==> src/rtl/ycbcr_capture_pkg.sv <==
// Shared definitions for the YCbCr 4:2:2 camera capture path and its downstream
// consumers (e.g. the colour detector): default frame geometry, coordinate
// widths, pixel payload and capture FSM state encodings.
package ycbcr_capture_pkg;

  // Default frame geometry (VGA)
  localparam int unsigned H_ACTIVE_DEF = 640;
  localparam int unsigned V_ACTIVE_DEF = 480;

  // Datapath and coordinate widths
  localparam int unsigned PIX_W = 8;
  localparam int unsigned X_W   = 10;
  localparam int unsigned Y_W   = 9;

  // Capture FSM encodings; the B_* states name the byte expected next
  localparam int unsigned ST_W = 3;
  localparam logic [ST_W-1:0] ST_WAIT_FRAME = 3'd0;
  localparam logic [ST_W-1:0] ST_WAIT_LINE  = 3'd1;
  localparam logic [ST_W-1:0] ST_B_CB       = 3'd2;
  localparam logic [ST_W-1:0] ST_B_Y0       = 3'd3;
  localparam logic [ST_W-1:0] ST_B_CR       = 3'd4;
  localparam logic [ST_W-1:0] ST_B_Y1       = 3'd5;

  // One assembled pixel
  typedef struct packed {
    logic [PIX_W-1:0] y;
    logic [PIX_W-1:0] cb;
    logic [PIX_W-1:0] cr;
  } ycbcr_pix_t;

endpackage

==> src/rtl/pixel_coord_counter.sv <==
// Column/row counters for the capture path.
// Ports:
//   clk, reset        - clock, synchronous active-high reset
//   col_clr, col_inc  - clear / increment the column counter (clear wins)
//   row_clr, row_inc  - clear / increment the row counter (clear wins)
//   col, row          - current column and row (registered)
module pixel_coord_counter
  import ycbcr_capture_pkg::*;
(
  input  logic           clk,
  input  logic           reset,
  input  logic           col_clr,
  input  logic           col_inc,
  input  logic           row_clr,
  input  logic           row_inc,
  output logic [X_W-1:0] col,
  output logic [Y_W-1:0] row
);

  // Both counters saturate so an over-long line or frame can never wrap
  // back into the active window.
  always_ff @(posedge clk) begin
    if (reset) begin
      col <= '0;
      row <= '0;
    end else begin
      if (col_clr) begin
        col <= '0;
      end else if (col_inc && (col != '1)) begin
        col <= col + X_W'(1);
      end
      if (row_clr) begin
        row <= '0;
      end else if (row_inc && (row != '1)) begin
        row <= row + Y_W'(1);
      end
    end
  end

endmodule

==> src/rtl/ycbcr_capture.sv <==
// YCbCr 4:2:2 camera capture: assembles the Cb,Y0,Cr,Y1 byte stream into
// pixels with column/row coordinates, one PCLK after the completing byte.
// Ports:
//   PCLK, reset     - pixel clock, synchronous active-high reset
//   VSYNC, HREF, D  - camera frame sync, line valid, byte bus
//   e_pix           - one-cycle strobe: Y/Cb/Cr/x/y hold a complete pixel
//   Y, Cb, Cr       - pixel components (held between strobes)
//   x, y            - pixel column / row (held between strobes)
//   frame_done      - one-cycle strobe at the end of a frame with pixels
//   overrun         - sticky: data beyond H_ACTIVE/V_ACTIVE in this frame
module ycbcr_capture
  import ycbcr_capture_pkg::*;
#(
  parameter int unsigned H_ACTIVE = H_ACTIVE_DEF,
  parameter int unsigned V_ACTIVE = V_ACTIVE_DEF
) (
  input  logic             PCLK,
  input  logic             reset,
  input  logic             VSYNC,
  input  logic             HREF,
  input  logic [PIX_W-1:0] D,
  output logic             e_pix,
  output logic [PIX_W-1:0] Y,
  output logic [PIX_W-1:0] Cb,
  output logic [PIX_W-1:0] Cr,
  output logic [X_W-1:0]   x,
  output logic [Y_W-1:0]   y,
  output logic             frame_done,
  output logic             overrun
);

  localparam logic [X_W-1:0] H_LIM = X_W'(H_ACTIVE);
  localparam logic [Y_W-1:0] V_LIM = Y_W'(V_ACTIVE);

  logic [ST_W-1:0]  state;
  logic [ST_W-1:0]  state_nxt;
  logic             vsync_q;
  logic             frame_start_c;
  logic             abort_c;
  logic             line_end_c;
  logic             ld_cb_c;
  logic             ld_y0_c;
  logic             ld_cr_c;
  logic             ld_y1_c;
  logic             complete_c;
  logic             in_range_c;
  logic             emit_c;
  logic [X_W-1:0]   col;
  logic [Y_W-1:0]   row;
  logic [PIX_W-1:0] y0_q;
  logic [PIX_W-1:0] cb_q;
  logic [PIX_W-1:0] cr_q;
  logic             pend;
  ycbcr_pix_t       pend_pix;
  logic [X_W-1:0]   pend_x;
  logic [Y_W-1:0]   pend_row;
  logic             line_pix;
  logic             frame_pix;

  // State register
  always_ff @(posedge PCLK) begin
    if (reset) begin
      state <= ST_WAIT_FRAME;
    end else begin
      state <= state_nxt;
    end
  end

  // Next state and per-edge control strobes; VSYNC takes priority over bytes
  always_comb begin
    state_nxt     = state;
    frame_start_c = 1'b0;
    abort_c       = 1'b0;
    line_end_c    = 1'b0;
    ld_cb_c       = 1'b0;
    ld_y0_c       = 1'b0;
    ld_cr_c       = 1'b0;
    ld_y1_c       = 1'b0;
    case (state)
      ST_WAIT_FRAME: begin
        if (vsync_q && !VSYNC) begin
          state_nxt     = ST_WAIT_LINE;
          frame_start_c = 1'b1;
        end
      end
      ST_WAIT_LINE, ST_B_CB, ST_B_Y0, ST_B_CR, ST_B_Y1: begin
        if (VSYNC) begin
          state_nxt = ST_WAIT_FRAME;
          abort_c   = 1'b1;
        end else if (!HREF) begin
          // HREF falling inside a line drops any partial group
          state_nxt  = ST_WAIT_LINE;
          line_end_c = (state != ST_WAIT_LINE);
        end else begin
          case (state)
            ST_WAIT_LINE, ST_B_CB: begin
              ld_cb_c   = 1'b1;
              state_nxt = ST_B_Y0;
            end
            ST_B_Y0: begin
              ld_y0_c   = 1'b1;
              state_nxt = ST_B_CR;
            end
            ST_B_CR: begin
              ld_cr_c   = 1'b1;
              state_nxt = ST_B_Y1;
            end
            ST_B_Y1: begin
              ld_y1_c   = 1'b1;
              state_nxt = ST_B_CB;
            end
            default: state_nxt = ST_WAIT_FRAME;
          endcase
        end
      end
      default: state_nxt = ST_WAIT_FRAME;
    endcase
  end

  assign complete_c = ld_cr_c | ld_y1_c;
  assign in_range_c = (col < H_LIM) && (row < V_LIM);
  assign emit_c     = complete_c & in_range_c;

  pixel_coord_counter u_coord (
    .clk     (PCLK),
    .reset   (reset),
    .col_clr (frame_start_c | abort_c | line_end_c),
    .col_inc (complete_c),
    .row_clr (frame_start_c),
    .row_inc (line_end_c & line_pix),
    .col     (col),
    .row     (row)
  );

  // Byte latches, one-deep pixel stage and registered outputs
  always_ff @(posedge PCLK) begin
    if (reset) begin
      vsync_q    <= 1'b0;
      y0_q       <= '0;
      cb_q       <= '0;
      cr_q       <= '0;
      pend       <= 1'b0;
      pend_pix   <= '0;
      pend_x     <= '0;
      pend_row   <= '0;
      line_pix   <= 1'b0;
      frame_pix  <= 1'b0;
      e_pix      <= 1'b0;
      frame_done <= 1'b0;
      overrun    <= 1'b0;
      Y          <= '0;
      Cb         <= '0;
      Cr         <= '0;
      x          <= '0;
      y          <= '0;
    end else begin
      vsync_q    <= VSYNC;
      e_pix      <= pend;
      frame_done <= abort_c & frame_pix;
      if (pend) begin
        Y  <= pend_pix.y;
        Cb <= pend_pix.cb;
        Cr <= pend_pix.cr;
        x  <= pend_x;
        y  <= pend_row;
      end

      if (ld_cb_c) cb_q <= D;
      if (ld_y0_c) y0_q <= D;
      if (ld_cr_c) cr_q <= D;

      // Stage the completed pixel so it appears exactly one edge later
      pend <= emit_c;
      if (complete_c) begin
        pend_pix.y  <= ld_cr_c ? y0_q : D;
        pend_pix.cb <= cb_q;
        pend_pix.cr <= ld_cr_c ? D : cr_q;
        pend_x      <= col;
        pend_row    <= row;
      end

      if (frame_start_c) begin
        frame_pix <= 1'b0;
        overrun   <= 1'b0;
      end else begin
        if (emit_c) frame_pix <= 1'b1;
        if (complete_c && !in_range_c) overrun <= 1'b1;
      end

      // A line only advances the row if it completed at least one pixel
      if (frame_start_c || abort_c || line_end_c) begin
        line_pix <= 1'b0;
      end else if (complete_c) begin
        line_pix <= 1'b1;
      end
    end
  end

endmodule

==> config.mk <==
export PLATFORM = sky130hd
export DESIGN_NAME = ycbcr_capture
export DESIGN_NICKNAME = d
export VERILOG_FILES = /design/src/rtl/ycbcr_capture_pkg.sv /design/src/rtl/pixel_coord_counter.sv /design/src/rtl/ycbcr_capture.sv
export SDC_FILE = /design/constraint.sdc
export NUM_CORES = 1
export LEC_CHECK = 0
export ABC_AREA = 1
export CAP_MARGIN = 10
export CORE_MARGIN = 4
export CORE_UTILIZATION = 50
export CTS_BUF_LIST = sky130_fd_sc_hd__clkbuf_4 sky130_fd_sc_hd__clkbuf_8
export CTS_CLUSTER_DIAMETER = 150
export DETAILED_ROUTE_END_ITERATION = 16
export HOLD_SLACK_MARGIN = 0.1
export PLACE_DENSITY_LB_ADDON = 0.2
export SYNTH_ARGS = -nofsm -noshare
export SYNTH_HDL_FRONTEND = slang
export SYNTH_SLANG_ARGS = --single-unit
export TNS_END_PERCENT = 50
==> constraint.sdc <==
create_clock -name PCLK -period 2.7 [get_ports PCLK]
set_clock_uncertainty 0.15 [all_clocks]
set_input_delay 0.405 -clock PCLK [delete_from_list [all_inputs] [get_ports PCLK]]
set_output_delay 0.405 -clock PCLK [all_outputs]
set_load 0.05 [all_outputs]
==> impl_metrics.csv, run 1 <==
group,metric,value,unit
run_status,status,"completed",
clocking,cts_repair_resize_count,0,
critical_path,r2r-start,"u_coord.row[1]",
synthesis,synth-edff-count,0,
clocking,clkLatencyLatePin,430,ps
timing,fmax,454,MHz
detailed_routing,dr_drc_count,0,
floorplanning,start_util,0.514,
critical_path,data_arrival_critical_path,2420,ps
power,static_leakage_power,2.69,nW
detailed_routing,antenna_left,0,
timing,finalCritPeriodShare,0.817,
clocking,cts.repair_timing.setup_buffer_count,0,
critical_path,cp_data_required_time,2920,ps
floorplanning,die_w,111,µm
timing,finalHoldViolCount,0,
clocking,htree_levels,4,
timing,grt_setup_unrepaired,"no",
critical_path,setup.worst_path.start,"u_coord.row[1]",
worst_hold_path,hp-start,"cb_q[5]",
floorplanning,core_area,10300,µm²
power,pwr_density_cell,606,nW/µm²
timing,slew_headroom,0.641,
timing,report.final.slew_viol_count,0,
critical_path,startpoint_type,"flop",
global_route,grt_remaining_overflow,0,
clocking,clock_sink_count,139,
floorplanning,vert_die_dim,111,µm
critical_path,critical_path.max_fanout,11,
synthesis,synthesis.yosys.warnings,0,
floorplanning,placement_rows,37,
global_route,grt_pass1_vias,4370,
layout,final_layout_size_suffix_gt1_frac,0.0948,
placed_design,count_of_buffers_from_port_buffering,57,
synthesis,primary_flip_flop_cell_chosen_by_synthesis_mapping,"dfxtp_1",
synthesis,synth_fp_nets,700,
layout,layout-area-overhead-vs-synth,19.9,%
synthesis,synth_area_per_cell,7.75,µm²
layout,design.final.nets,753,
synthesis,synth.ff_latch_count,139,
timing,sum_of_negative_setup_slack,0,ps
timing,setup_viol_count_final,0,
power,irDropWorstVdd,0.277,mV
synthesis,postSynthCellCount,685,
layout,antenna_cells_inserted,0,
detailed_routing,drt_first_iter_violations,291,
timing,final.min_clock_period,2200,ps
power,totalPowerFinal,3.86,mW
clocking,clk_pin_slew,70,ps
global_route,initial_antenna_violation_count,0,
synthesis,synth_seq_area_share,0.524,
job,drv_cap,0,
global_route,globalRouteTotalUtil,0.199,
global_route,first_pass_grt_wire_length,20300,µm
critical_path,endpoint_kind,"flop",
synthesis,ys_async_sr_fraction,0,
global_route,grt_max_degree,51,
clocking,cts_inserted_buffers,17,
placed_design,dp_hpwl,7850,µm
clocking,cts_tree,"yes",
floorplanning,fp.dieArea,12300,µm²
critical_path,critical_path.cell_chain,"ha_1 -> nand2_1 -> inv_1 -> nand3_1 -> nor3_1 -> ha_1 -> nor2_1 -> nand3_1 -> nor2_1 -> buf_4 -> inv_1 -> nand2_1 -> a21oi_1",
detailed_routing,routed-via-count,4537,
critical_path,max_stage_delay,380,ps
placed_design,gp_congestion,0.867,
clocking,cts_root_buffer,"clkbuf_8",
synthesis,netlist-cell-type-count,33,
detailed_routing,drt_pre_antenna_iters,5,
critical_path,slowest_stage,"dfxtp_1",
clocking,cts-root-to-sink-buffers,2,
synthesis,synth_cell_area,5310,µm²
timing,timing_worst_slew_pin_value,535,ps
critical_path,timing_worst_setup_path_type,"flop to flop",
floorplanning,io-pin-count,58,
detailed_routing,drt-total-wl,11900,µm
detailed_routing,routed_via_density,5.13,
worst_hold_path,hold_path_class,"flop to flop",
detailed_routing,route.detailed.wl_per_inst,13.4,µm
clocking,ctsHoldBuffers,0,
-- through the flow --
stage,cells,util,worst slack [ps],instance area [µm²],hold WS [ps]
floorplan,685,-,930,5310,270
global placement,855,0.578,355,5970,299
detailed placement,855,0.578,254,5970,305
CTS,885,0.617,476,6370,317
global route,885,0.617,271,6370,336
finish,885,0.617,495,6370,316
-- worst max-delay path: cells and delay by family, from the launching register on --
kind	cells	cell delay [ps]
AOI/OAI and AO/OA	1	130
buffers and inverters	3	450
and+or+nand+nor	7	620
DFF	1	380
adders and majority gates	2	390
-- final cells by class --
class	count	area [µm²]
fill	910	3960
multi-input combinational	476	2230
tap	136	170
clock buffer	18	248
inverter	37	139
timing repair buffer	67	646
sequential	139	2780
clock inverter	12	150
-- sequential cells by signal, indices dropped and copies added, names as in the netlist --
register,cells
pend_pix,24
pend_x,10
u_coord.col,10
x,10
pend_row,9
u_coord.row,9
y,9
Cb,8
Cr,8
Y,8
cb_q,8
cr_q,8
y0_q,8
state,3
e_pix,1
frame_done,1
frame_pix,1
line_pix,1
overrun,1
pend,1
vsync_q,1
-- cell usage after synthesis, types with 6 or more instances --
cell	n	area (µm²)
buf_2	6	30.0
clkbuf_1	19	71.3
dfxtp_1	139	2780
nand3_1	22	110
o21ai_0	109	546
or2_2	7	43.8
or2_0	9	56.3
a21oi_1	56	280
nand2_1	76	285
xor2_1	6	52.6
nor2_1	162	608
inv_1	28	105
inv_2	8	30.0
-- cells in the final DEF (no fill, tap or decap), drive strengths merged --
master,instances
bufinv,3
clkinv,7
nor3,5
a211oi,1
clkinvlp,3
nor2,166
ha,3
a21oi,56
nand3,26
inv,36
xor2,6
nor4,1
clkbuf,18
o21ai,112
nand3b,1
nand4,2
or2,16
dfxtp,139
clkdlybuf4s50,57
nand2,81
buf,10
-- layer usage --
layer,vias up,GRT usage,part of all wire
met5,-,0,0
met4,0,0.0592,0.015
met3,18,0.0557,0.042
met2,91,0.340,0.49
met1,2100,0.244,0.46
li1,2328,-,-
-- kinds of logic after synthesis --
group,Yosys count,synth area share
AO/OA/AOI/OAI,169,0.162
XOR/XNOR,6,0.00989
adder cells (fa/ha/maj),3,0.00707
buffers and inverters,70,0.0556
flip-flops,139,0.524
AND/OR/NAND/NOR,298,0.242
-- path summary, 6_finish.rpt --
kind / endpoint / slack (ps) / cells past startpoint
hold / removal: cb_q[5] / 320 / 2
setup / recovery: u_coord.row[0] / 500 / 13
setup reg to reg: u_coord.row[0] / 500 / 13
hold reg to reg: cb_q[5] / 320 / 2
-- power by group --
group,internal [mW],switching (mW)
Clock,0.922,0.778
Sequential,2.05,0.00363
Combinational,0.0345,0.0709
No activity file was read; power rests on OpenSTA's default activity.
==> inputs of run 2 (changes only) <==
clock period = 2.2 ns   (was 2.7 ns; I/O delays follow)
==> run 2 against run 1 <==
Global-route usage is 0.56 points higher. Register-to-register slack worse by 340 ps. Non-clock buffer count is 5 higher. Sequential share of layout area is 0.70 points lower. Clock power is 33% higher. Sequential power is 22% higher. Routed wire length is 1.3% higher. Critical path depth is 12 lower. Combinational power is 27% higher. Critical path type is now flop to output pin. Highest routed layer unchanged.
==> impl_metrics.csv, run 2 (synthesized netlist as in run 1, its figures left out) <==
group,metric,value,unit
run_status,status,"completed",
floorplanning,io-pin-count,58,
global_route,grt_max_degree,66,
global_route,globalRouteTotalUtil,0.204,
critical_path,startpoint_type,"flop",
job,drv_cap,0,
clocking,cts-root-to-sink-buffers,2,
layout,final_common_cell,"nor2_1",
clocking,ctsHoldBuffers,0,
clocking,htree_levels,4,
floorplanning,die_w,111,µm
clocking,cts_tree,"yes",
power,static_leakage_power,2.75,nW
global_route,grt_remaining_overflow,0,
timing,report.final.slew_viol_count,0,
critical_path,slowest_stage,"clkdlybuf4s50_1",
critical_path,endpoint_kind,"output pin",
timing,holdWs,316,ps
timing,fmax,474,MHz
layout,post-route-util,0.627,
detailed_routing,routed_via_density,5.19,
placed_design,count_of_buffers_from_port_buffering,57,
critical_path,timing_worst_setup_path_type,"flop to output pin",
critical_path,timing.critical_path.buf_inv,1,
timing,timing_worst_slew_pin_value,518,ps
layout,antenna_cells_inserted,0,
floorplanning,core_area,10300,µm²
placed_design,placement_stage_worst_setup_slack,60.3,ps
detailed_routing,route.detailed.wl_per_inst,13.5,µm
power,irDropWorstVdd,0.384,mV
detailed_routing,drt-total-wl,12000,µm
clocking,cts_root_buffer,"clkbuf_8",
timing,slew_headroom,0.653,
detailed_routing,antenna_left,0,
clocking,cts.repair_timing.setup_buffer_count,0,
layout,most-common-layout-cells,"nor2_1 (161), dfxtp_1 (138), o21ai_0 (109)",
critical_path,max_stage_delay,820,ps
layout,final_cells,892,
critical_path,cp_data_required_time,1720,ps
timing,finalCritPeriodShare,0.959,
detailed_routing,drt_pre_antenna_iters,5,
layout,layout-area-overhead-vs-synth,21.9,%
detailed_routing,drt_first_iter_violations,240,
critical_path,timing.critical_path.max_delay_family,"buffers and inverters",
critical_path,critical_path.cell_chain,"clkdlybuf4s50_1",
critical_path,data_arrival_critical_path,1630,ps
layout,final_layout_size_suffix_gt1_frac,0.108,
timing,setup_viol_count_final,0,
placed_design,gp_congestion,0.853,
detailed_routing,routed-via-count,4626,
critical_path,critical_path.max_fanout,2,
placed_design,dp_hpwl,8020,µm
layout,design.final.nets,758,
global_route,first_pass_grt_wire_length,21000,µm
timing,finalHoldViolCount,0,
timing,final.min_clock_period,2110,ps
layout,largest_register_ff_count,24,
floorplanning,vert_die_dim,111,µm
global_route,initial_antenna_violation_count,0,
layout,fin_area,6470,µm²
timing,grt_setup_unrepaired,"no",
global_route,grt_pass1_vias,4514,
placed_design,place_inst,860,
timing,final_critical_path_setup_slack,90.7,ps
power,pwr_density_cell,759,nW/µm²
worst_hold_path,hold_path_class,"flop to flop",
layout,nFillCells,903,
placed_design,placedInstanceArea,6020,µm²
clocking,clock_sink_count,139,
detailed_routing,dr_drc_count,0,
floorplanning,fp.dieArea,12300,µm²
clocking,cts_inserted_buffers,17,
layout,registers.top_by_ff_count,"pend_pix",
floorplanning,placement_rows,37,
power,totalPowerFinal,4.91,mW
clocking,clkLatencyLatePin,430,ps
timing,sum_of_negative_setup_slack,0,ps
floorplanning,start_util,0.514,
clocking,clk_pin_slew,80,ps
==> run 2: changes by cell type in the layout (fill, tap and decap cells not counted), sizes merged <==
cell,change
clkinv,-1
clkbuf,+1
buf,+5
clkinvlp,-3
inv,+5
==> run 2: report_power, final <==
group | total (mW) | leakage (nW) | switching [mW] | internal (mW)
combinational | 0.133 | 1.41 | 0.0857 | 0.0472
sequential | 2.52 | 1.12 | 0.00460 | 2.52
clock | 2.26 | 0.224 | 1.04 | 1.21
total | 4.91 | 2.75 | 1.13 | 3.78
==> run 2: layout make-up <==
cell class	count	area, µm²	area share
sequential	139	2780	0.430
tap	136	170	0.0263
clock inverter	13	180	0.0278
inverter	37	139	0.0214
timing repair buffer	72	699	0.108
multi-input combinational	476	2240	0.346
clock buffer	19	262	0.0404
==> run 2: worst paths after layout <==
kind	start	end	slack, ps	cells past startpoint
worst min register to register	frame_pix	frame_pix	320	2
worst min-delay path	frame_pix	frame_pix	320	2
worst max register to register	u_coord.row[0]	u_coord.row[5]	160	12
worst max-delay path	overrun	overrun	90	1
==> run 2: timing repair <==
action	CTS	global route
setup endpoints to repair	0	9
hold endpoints to repair	0	0
resized for setup	0	5
==> run 2: metal layers <==
| metal | track usage | vias up | share of wire |
|---|---|---|---|
| li1 | - | 2349 | - |
| met1 | 0.249 | 2157 | 0.45 |
| met2 | 0.354 | 102 | 0.49 |
| met3 | 0.0562 | 18 | 0.042 |
| met4 | 0.0600 | 0 | 0.014 |
| met5 | 0 | - | 0 |
==> inputs of run 3 (changes only) <==
ABC_CLOCK_PERIOD_IN_PS = 2200   (was default)
==> results of run 3 <==
Final layout, timing and power as in run 2 (identical DEF).
